`src/rtl/countdown_timer_pkg.sv`:
```
// Shared definitions for the countdown timer: state encoding and default width.
package countdown_timer_pkg;

  typedef enum logic {
    ST_IDLE = 1'b0,
    ST_RUN  = 1'b1
  } state_t;

  localparam int DEFAULT_WIDTH = 4;

endpackage

```
`src/rtl/down_count_reg.sv`:
```
// Loadable down-counting register. Load takes priority over decrement and the
// value saturates at zero so it can never wrap.
module down_count_reg
  import countdown_timer_pkg::*;
#(
  parameter int WIDTH = DEFAULT_WIDTH
) (
  input  logic             clk,
  input  logic             rst,
  input  logic             load,
  input  logic [WIDTH-1:0] load_data,
  input  logic             dec,
  output logic [WIDTH-1:0] value,
  output logic             is_one
);

  // Count register: load wins over decrement; decrement stops at zero.
  always_ff @(posedge clk or posedge rst) begin
    if (rst) begin
      value <= '0;
    end else if (load) begin
      value <= load_data;
    end else if (dec && (value != '0)) begin
      value <= value - WIDTH'(1);
    end
  end

  assign is_one = (value == WIDTH'(1));

endmodule

```
`src/rtl/countdown_timer.sv`:
```
// Loadable down counter with start/stop/pause control, optional auto-reload
// and a one-cycle done pulse when the count reaches its terminal value.
module countdown_timer
  import countdown_timer_pkg::*;
#(
  parameter int WIDTH       = DEFAULT_WIDTH,
  parameter bit AUTO_RELOAD = 1'b0
) (
  input  logic             clk,
  input  logic             rst,
  input  logic [WIDTH-1:0] load_val,
  input  logic             start,
  input  logic             stop,
  input  logic             pause,
  output logic [WIDTH-1:0] count,
  output logic             busy,
  output logic             done
);

  state_t           state;
  state_t           next_state;
  logic [WIDTH-1:0] reload;
  logic             reload_we;
  logic             fire_done;
  logic             terminal;
  logic             cnt_load;
  logic [WIDTH-1:0] cnt_data;
  logic             cnt_dec;
  logic             cnt_is_one;

  down_count_reg #(
    .WIDTH(WIDTH)
  ) u_count (
    .clk      (clk),
    .rst      (rst),
    .load     (cnt_load),
    .load_data(cnt_data),
    .dec      (cnt_dec),
    .value    (count),
    .is_one   (cnt_is_one)
  );

  // Terminal event in RUN: natural expiry at count 1, or a retrigger with a
  // zero period. stop always overrides it, and pause blocks only the natural
  // expiry (start outranks pause).
  assign terminal = (state == ST_RUN) && !stop &&
                    ((start && (load_val == '0)) ||
                     (!start && !pause && cnt_is_one));

  // Next-state and counter control, in priority order stop > start > pause > dec.
  always_comb begin
    next_state = state;
    reload_we  = 1'b0;
    fire_done  = 1'b0;
    cnt_load   = 1'b0;
    cnt_data   = '0;
    cnt_dec    = 1'b0;
    if (state == ST_IDLE) begin
      if (!stop && start) begin
        if (load_val != '0) begin
          cnt_load   = 1'b1;
          cnt_data   = load_val;
          reload_we  = 1'b1;
          next_state = ST_RUN;
        end else begin
          // Zero period: immediate done, count is already 0.
          fire_done = 1'b1;
        end
      end
    end else begin
      if (stop) begin
        cnt_load   = 1'b1;
        cnt_data   = '0;
        next_state = ST_IDLE;
      end else if (terminal) begin
        fire_done = 1'b1;
        cnt_load  = 1'b1;
        if (AUTO_RELOAD) begin
          // Reload register only ever holds a nonzero period while running.
          cnt_data = reload;
        end else begin
          cnt_data   = '0;
          next_state = ST_IDLE;
        end
      end else if (start) begin
        // Retrigger with a nonzero period; no done pulse.
        cnt_load  = 1'b1;
        cnt_data  = load_val;
        reload_we = 1'b1;
      end else if (!pause) begin
        cnt_dec = 1'b1;
      end
    end
  end

  // FSM state plus registered busy/done and the latched reload period.
  always_ff @(posedge clk or posedge rst) begin
    if (rst) begin
      state  <= ST_IDLE;
      busy   <= 1'b0;
      done   <= 1'b0;
      reload <= '0;
    end else begin
      state <= next_state;
      busy  <= (next_state == ST_RUN);
      done  <= fire_done;
      if (reload_we) begin
        reload <= load_val;
      end
    end
  end

endmodule
```
`config.mk`:
```
export PLATFORM = sky130hd
export DESIGN_NAME = countdown_timer
export DESIGN_NICKNAME = d
export VERILOG_FILES = /design/src/rtl/countdown_timer_pkg.sv /design/src/rtl/down_count_reg.sv /design/src/rtl/countdown_timer.sv
export SDC_FILE = /design/constraint.sdc
export NUM_CORES = 1
export LEC_CHECK = 0
export ABC_AREA = 1
export ABC_CLOCK_PERIOD_IN_PS = 1200
export CORE_AREA = 2 2 39 41
export DETAILED_ROUTE_END_ITERATION = 16
export DIE_AREA = 0 0 41 43
export GPL_ROUTABILITY_DRIVEN = 0
export PLACE_DENSITY = 0.69
export SETUP_SLACK_MARGIN = 0.3
export SLEW_MARGIN = 10
export SYNTH_ARGS = -nofsm -noshare
export SYNTH_HDL_FRONTEND = slang
export SYNTH_SLANG_ARGS = --single-unit
export TNS_END_PERCENT = 50
```
`constraint.sdc`:
```
create_clock -name clk -period 1.2 [get_ports clk]
set_input_delay 0.24 -clock clk [delete_from_list [all_inputs] [get_ports clk]]
set_output_delay 0.24 -clock clk [all_outputs]
set_load 0.01 [all_outputs]
```
== Yosys cells after proc, flatten, opt, wreduce, memory -nomap -nowiden ==
Cells that the tools add are included.
Storage, ports and cells
  input bits: 9
  word-level logic and storage cells: 47
  output and inout bits: 6
  bits in registers: 6
Operators by class
  equal/unequal tests: 1
  reduce and logical (&&, ||, !) cells: 15
  add/sub/neg operators: 1
  muxes and demuxes: 27
Operators with widths (number)
  $mux W4: 8
  $mux W1: 19
  $reduce_bool A4 Y1: 2
  $logic_and A1 B1 Y1: 7
  $eq A4 B1 Y1 const B: 1
  $logic_not A4 Y1: 1
  $sub A4 B1 Y4 const B: 1
  $logic_not A1 Y1: 3
  $reduce_bool A2 Y1: 1
  $logic_or A1 B1 Y1: 1

== Logic depth before layout (Yosys ltp) ==
Gate-level depths: netlist (run 1).
  depth in word-level cells: 11
  gate-level depth with buffers: 9
  mapped depth without buffers: 9

== By module ==
From an unflattened synthesis (run 1), not the netlist that was laid out.
Unflattened totals
  cell total of the unflattened synthesis: 79
  area, all modules: 513.0 um^2
Modules (own cells, without submodules)
  down_count_reg: cells each 43, instances 1, area each 299.0 um^2, seq. area each 100.1 um^2
  countdown_timer: cells each 36, instances 1, area each 214.0 um^2, seq. area each 50.0 um^2

== Worst setup path after synthesis (run 1) ==
OpenSTA, ideal clock, no wires.
  kind: reg-to-reg
  start point: register u_count.value[1]
  end point: register u_count.value[2]
  cell stages (with the launch flop): 9
  data arrival time: 1.184 ns
  path slack: -0.101 ns
  period minus slack after synthesis: 1.301 ns
  path buffers: 0
  library setup time: 0.117 ns
  data required time: 1.083 ns
  cell sequence: dfrtp_1 > inv_1 > ha_1 > nand3_2 > nand4_2 > nand2_4 > nand2_1 > nand3_1 > nand2_1
On the way
  word-level cells in the longest chain between the ends: 9
  elaborated cells on any way between the ends: 19
  classes of those cells: 1 x add/sub; 1 x eq/ne; 11 x mux; 6 x reduce/logical
RTL lines
  start, declared: line down_count_reg.sv:13  | output logic [WIDTH-1:0] value,
  start signal, assigned: line down_count_reg.sv:22  | value <= load_data;
  start signal, assigned: line down_count_reg.sv:24  | value <= value - WIDTH'(1);
  $eq A4 B1 Y1: line down_count_reg.sv:28  | assign is_one = (value == WIDTH'(1));
  $logic_and A1 B1 Y1: line countdown_timer.sv:48  | (!start && !pause && cnt_is_one));
  $logic_or A1 B1 Y1: line countdown_timer.sv:47  | ((start && (load_val == '0)) ||
  $logic_and A1 B1 Y1: line countdown_timer.sv:46  | assign terminal = (state == ST_RUN) && !stop &&
  $mux W1: line countdown_timer.sv:75  | end else if (terminal) begin
  $mux W1: line countdown_timer.sv:71  | if (stop) begin
  $mux W1: line countdown_timer.sv:58  | if (state == ST_IDLE) begin
  $logic_and A1 B1 Y1: line down_count_reg.sv:23  | end else if (dec && (value != '0)) begin
  $reduce_bool A2 Y1 (no line)
Several ways; a longest one is shown, not always the timed one. The select of a mux whose other input is x is not followed.
A chain may end at the register's enable or synchronous reset.

== Worst setup path after layout (run 1) ==
  start point: register u_count.value[0]
  end point: register u_count.value[2]
The elaborated chain is that of the path after synthesis.

==> results of run 1 <==
-- cell families after synthesis --
family,Yosys count,share of synthesized area [%]
fa+ha+maj,2,5.00
simple gates,40,47.2
buf+inv,6,4.50
compound gates,6,9.75
flops,6,30.0
xor+xnor,2,3.50
-- power by group --
part	internal (mW)	leakage, nW	switching (mW)
clock	0.113	0.0138	0.0704
sequential	0.250	0.0743	0.0538
combinational	0.322	0.346	0.301
-- area by class of cell --
class / count / area, µm²
Fill cell: 128 / 526
Multi-Input combinational cell: 50 / 409
Timing Repair Buffer: 25 / 233
Sequential cell: 6 / 151
Clock buffer: 3 / 22.5
Inverter: 6 / 22.5
Tap cell: 16 / 20.0
-- metal layers --
metal / vias to the layer above / GRT usage [%] / wire length [µm]
met5: - / 0 / 0
met1: 227 / 17.9 / 468
met4: 0 / 14.0 / 45
li1: 262 / - / -
met2: 19 / 26.6 / 589
met3: 4 / 1.57 / 55
-- through the flow --
step	std cells	cell area, µm²
floorplan	62	514
global placement	101	742
detailed placement	101	742
CTS	105	781
global route	106	858
finish	106	858
-- flip-flops by register name, summed over array words and instances (netlist names) --
name	flops
done	1
u_count.value	4
state	1
-- Yosys cell counts, drive strengths merged --
cell / count
nand2: 21
nand3: 9
nor2: 8
dfrtp: 6
inv: 6
o21ai: 4
ha: 2
xnor2: 2
a21boi: 1
nand4: 1
nor3: 1
o22ai: 1
-- critical path, stage by stage, from the launching register on --
cell and delay [ps]:
dfrtp_2 440, ha_4 180, nand3_4 100, nand4_4 140, nand2_8 140, nand2_1 70, nand3_2 60, nand2_1 50
-- worst max path at each step --
stage,start,end,slack (ps),cells past startpoint
after floorplan,u_count.value[1]$_DFFE_PP0P_,u_count.value[0]$_DFFE_PP0P_,-100,9
after global placement,load_val[0],u_count.value[0]$_DFFE_PP0P_,-340,9
after detailed placement,start,u_count.value[0]$_DFFE_PP0P_,-400,9
after CTS,u_count.value[0]$_DFFE_PP0P_,u_count.value[0]$_DFFE_PP0P_,-70,7
after global routing,u_count.value[0]$_DFFE_PP0P_,u_count.value[2]$_DFFE_PP0P_,-150,7
final,u_count.value[0]$_DFFE_PP0P_,u_count.value[2]$_DFFE_PP0P_,-70,7
-- repair_timing --
| item | 4_1_cts | 5_1_grt |
|---|---|---|
| pin swaps | 6 | 9 |
| buffers inserted | 1 | 1 |
| endpoints found under the setup margin | 12 | 12 |
| resized for setup | 31 | 21 |
==> impl_results.md, run 1 <==
- First-pass GRT wire length: 1900 µm
- CTS buffer count: 3
- Largest area contributor in the netlist: dfrtp_1
- CTS Buffer Depth: 2
- All-layer global routing usage: around 17%
- Final TNS setup: -274 ps
- Critical path required time: 1340 ps
- Vias: 512
- Static Leak: between 0.4 and 0.5 nW
- 1st-iter DRT viols: 4
- Crit Reg-Reg Endpoint: u_count.value[2]$_DFFE_PP0P_
- Commonest non-fill, non-tap cells in the layout: 13 x nand2_1, 9 x buf_4, 6 x nand3_1, 6 x dlymetal6s2s_1
- Hold WS: 217 ps
- Initial antenna violation count: 0
- Nets@finish: roughly 100
- Startpoint Class: flop
- Max Cap Viol: 0
- Reg2Reg Setup Slack: -70 ps
- Post-synthesis cell count: 62
- Drt via density: 4.83
- Sink Count: 6
- Ports: 15
- Most common cell after layout, fill and taps aside: nand2_1
- CTS Hold Bufs: 0
- Overall power: 1.11 mW
- Die area: roughly 0.0018 mm²
- Core area: 0.00138 mm²
- Yosys warns: 0
- Max-slew violation count: 0
- CP Max Fanout: 8
- Achievable Freq: 785 MHz
- Pre-CTS setup slack: -401 ps
- CTS root buf: clkbuf_4
- RSZ-0062 raised after global routing: true
- CTS clk-pin slew, worst paths: 50 ps
- R2r startpoint: u_count.value[0]$_DFFE_PP0P_
- Port Buffer Count: 14
- Endpoints failing setup: 4
- Syn Nets: 73
- Fin crit period: 1270 ps
- Synth unique cells: 19
- Vias in the first global route: approximately 480
- Overall routed net length: 1160 µm
- Synthesized area: 500 µm²
- Reg2reg path depth: 7
- Clock Skew: approximately 6.6 ps
- Util after Layout: 62.0%
- Syn_area_per_cell: between 8 and 9 µm²
- Routed WL per cell: 10.9 µm
- Relative max-transition margin: 81.8%
- Largest cells by area after synthesis: dfrtp_1 30%, nand2_1 12%, nand3_1 8.0%, nand2_4 6.7%, nor2_4 6.7%
- Worst skew pair latency: 240 ps
- CP arrival: roughly 1400 ps
- Ant. Diodes: 0
- #FFs+latches synth: 6
- Post-DRT Antenna Nets: 0
- Failing checks: setup timing
- Final period util: 106%
- Layout cells sized above 1: 57.8%
- Drc violations: 0
- Pin count of the biggest net entering global routing: 9
- Synthesis-to-finish area growth: 71.5%
- Pre-antenna DRT Iters: 4
- PD cells: 1290 mW/mm²
- GR Overflow Total: 0
- Final setup margin: -73.6 ps
- Maximum VDD drop: 0.502 mV
- H-Tree Depth: 1
- Hpwl dp: 924 µm
- Die X: 41 µm
- Starting Density: 36.2%
- Synth top area share: 30.0%
- Rows: 14
- CTS tree: done
- Crit end category: flop
- Slew @ Worst Pin: 271 ps
- Hold Violations, Final: 0
- Chip height: 43 µm
- Outcome: finished, violations left
- Register area share after synthesis: between 30% and 40%
- Critical path class: flop to flop
- Hold crit path type: input port to asynchronous set/reset pin
Power figures use the tool's default switching activity.
==> run 2, diff against run 1 <==
Settings changed: ABC_CLOCK_PERIOD_IN_PS 1200 to default.
==> results of run 2 <==
No change in the layout: final DEF, timing and power equal those of run 1.
==> RTL change: new RTL, flow settings as in run 2 <==
Make the reset (`rst`) synchronous in 2 clocked blocks.
--- a/src/rtl/down_count_reg.sv
+++ b/src/rtl/down_count_reg.sv
@@ -15,7 +15,7 @@
 );
 
   // Count register: load wins over decrement; decrement stops at zero.
-  always_ff @(posedge clk or posedge rst) begin
+  always_ff @(posedge clk) begin
     if (rst) begin
       value <= '0;
     end else if (load) begin
--- a/src/rtl/countdown_timer.sv
+++ b/src/rtl/countdown_timer.sv
@@ -94,7 +94,7 @@
   end
 
   // FSM state plus registered busy/done and the latched reload period.
-  always_ff @(posedge clk or posedge rst) begin
+  always_ff @(posedge clk) begin
     if (rst) begin
       state  <= ST_IDLE;
       busy   <= 1'b0;
Formal check against the unedited RTL: differs if rst is asserted again (counterexample within 4 cycles, from zero or initial values and one cycle with rst high); with rst held inactive, the same outputs for 10 cycles.
==> RTL change against run 2 <==
  * The flow still finishes with violations (negative setup slack)
  * Power fell by 31%
  * Wire length is 21% higher
  * Worst hold slack improved by 0.30 ns
  * Area after synthesis decreased by 6.0%
  * Synthesized cell count increased by 15%
  * Final cell count rose by 14%
  * Sequential cell count is the same
  * Cell area up 7.7%
  * Worst setup slack worse by 0.038 ns
  * Largest power group unchanged
  * Highest routed layer unchanged
==> RTL change: results (changes against run 2) <==
[metrics] Post-Syn Nets: 82 (was 73)
[metrics] violations in the final reports: negative setup slack (unchanged)
[metrics] cell with the largest stage delay on the worst path: sky130_fd_sc_hd__dfxtp_4 (was sky130_fd_sc_hd__dfrtp_2)
[metrics] Synth top cells by count: sky130_fd_sc_hd__nand2_1 (20), sky130_fd_sc_hd__inv_1 (8), sky130_fd_sc_hd__nor2_1 (8) (was sky130_fd_sc_hd__nand2_1 (16), sky130_fd_sc_hd__nand3_1 (8), sky130_fd_sc_hd__dfrtp_1 (6))
[metrics] biggest cell delay along the critical path: 0.38 ns (was 0.44 ns)
[metrics] hold crit path type: in2reg (was in2async)
[metrics] accumulated negative setup slack: -0.271 ns (was -0.274 ns)
[metrics] fraction of the mapped netlist area in compound gates: 0.0798 (was 0.0975)
[metrics] share of post-route cells with drive strength above 1: 0.524 (was 0.578)
[metrics] detailed-routing wirelength on met1: 629 um (was 468 um)
[metrics] Max transition margin: 0.825 (was 0.818)
[metrics] leakage dissipation: 0.411 nW (was 0.434 nW)
[metrics] number of instances in the placed design: 112 (was 101)
[metrics] number of global-route vias before repair: 551 (was 478)
[metrics] proportion of register bits with asynchronous set or reset after synthesis: 0 (was 1.00)
[metrics] Crit Reg-Reg Endpoint: u_count.value[3] (was u_count.value[2])
[metrics] mean instance size in the synthesized netlist: 6.63 um2 (was 8.07 um2)
[metrics] leading cell types by total area after synthesis: sky130_fd_sc_hd__dfxtp_1 (26%), sky130_fd_sc_hd__nand2_1 (16%), sky130_fd_sc_hd__inv_1 (6.4%) (was sky130_fd_sc_hd__dfrtp_1 (30%), sky130_fd_sc_hd__nand2_1 (12%), sky130_fd_sc_hd__nand3_1 (8.0%))
[metrics] total placed instance area: 741 um2 (was 742 um2)
[metrics] final-stage net count: 117 (was 103)
[metrics] vias per cell: 4.80 (was 4.83)
[metrics] Fin Hold WS: 0.520 ns (was 0.217 ns)
[metrics] sequential element share of the synthesized area: 0.255 (was 0.300)
[metrics] outcome: finished, violations left (unchanged)
[metrics] total length of routed met2 wires: 731 um (was 589 um)
[metrics] setup violators final: 4 (unchanged)
[metrics] endpoint arrival time on the critical path: 1.45 ns (was 1.41 ns)
[metrics] setup ws final: -0.112 ns (was -0.0736 ns)
[metrics] HPWL after detailed placement: 965 um (was 924 um)
[metrics] number of vias in the routed layout: 581 (was 512)
[metrics] worst flop-to-flop path startpoint: u_count.value[0] (unchanged)
[metrics] All-Layer GR Usage: 0.181 (was 0.165)
[metrics] wire length on met3: 37 um (was 55 um)
[metrics] worst-case setup slack after placement: -0.462 ns (was -0.401 ns)
[metrics] unique cell type count in the Yosys netlist: 20 (was 19)
[metrics] critical path fanouts, max: 4 (was 8)
[metrics] Worst Reg-to-Reg Cells: 9 (was 7)
[metrics] fill cell total of the finished layout: 111 (was 128)
-- RTL change: where the power goes --
part | internal, W | switching, W | leakage, nW
registers | 0.000218 | 0.0000236 | 0.0520
clock network | 0.000126 | 0.0000697 | 0.0150
logic | 0.000161 | 0.000165 | 0.344
-- RTL change: worst max-delay path by stage --
stage                                start          endpoint  cells after the start
after floorplan           u_count.value[0]  u_count.value[1]                     10
after detailed placement             start  u_count.value[3]                      8
after global routing      u_count.value[0]  u_count.value[1]                     10
final                     u_count.value[0]  u_count.value[3]                      9
after global placement         load_val[3]  u_count.value[2]                      9
after CTS                 u_count.value[0]  u_count.value[1]                     10
-- RTL change: cell families after synthesis --
family / after synthesis
and+or+nand+nor: 45
buffers and inverters: 9
AOI/OAI and AO/OA: 7
DFF: 6
xor gates and xnor gates: 2
adders and majority gates: 2
-- RTL change: routing by layer --
| layer | up-vias | track usage |
|---|---|---|
| met5 | - | 0 |
| met4 | 0 | 0.0400 |
| met3 | 2 | 0.0524 |
| met2 | 13 | 0.288 |
| met1 | 265 | 0.234 |
| li1 | 301 | - |
-- RTL change: what timing repair did --
action,CTS,global route
pin swaps,10,12
endpoints found under the setup margin,12,12
hold endpoints to repair,0,0
buffers inserted,2,3
gates resized for setup,53,8
-- RTL change: final cells by class --
type,count,area (um2),share of cell area
Multi-Input combinational cell,56,452,0.488
Clock buffer,4,26.3,0.0284
Timing Repair Buffer,30,254,0.275
Inverter,9,38.8,0.0419
Sequential cell,6,134,0.145
Tap cell,16,20.0,0.0217
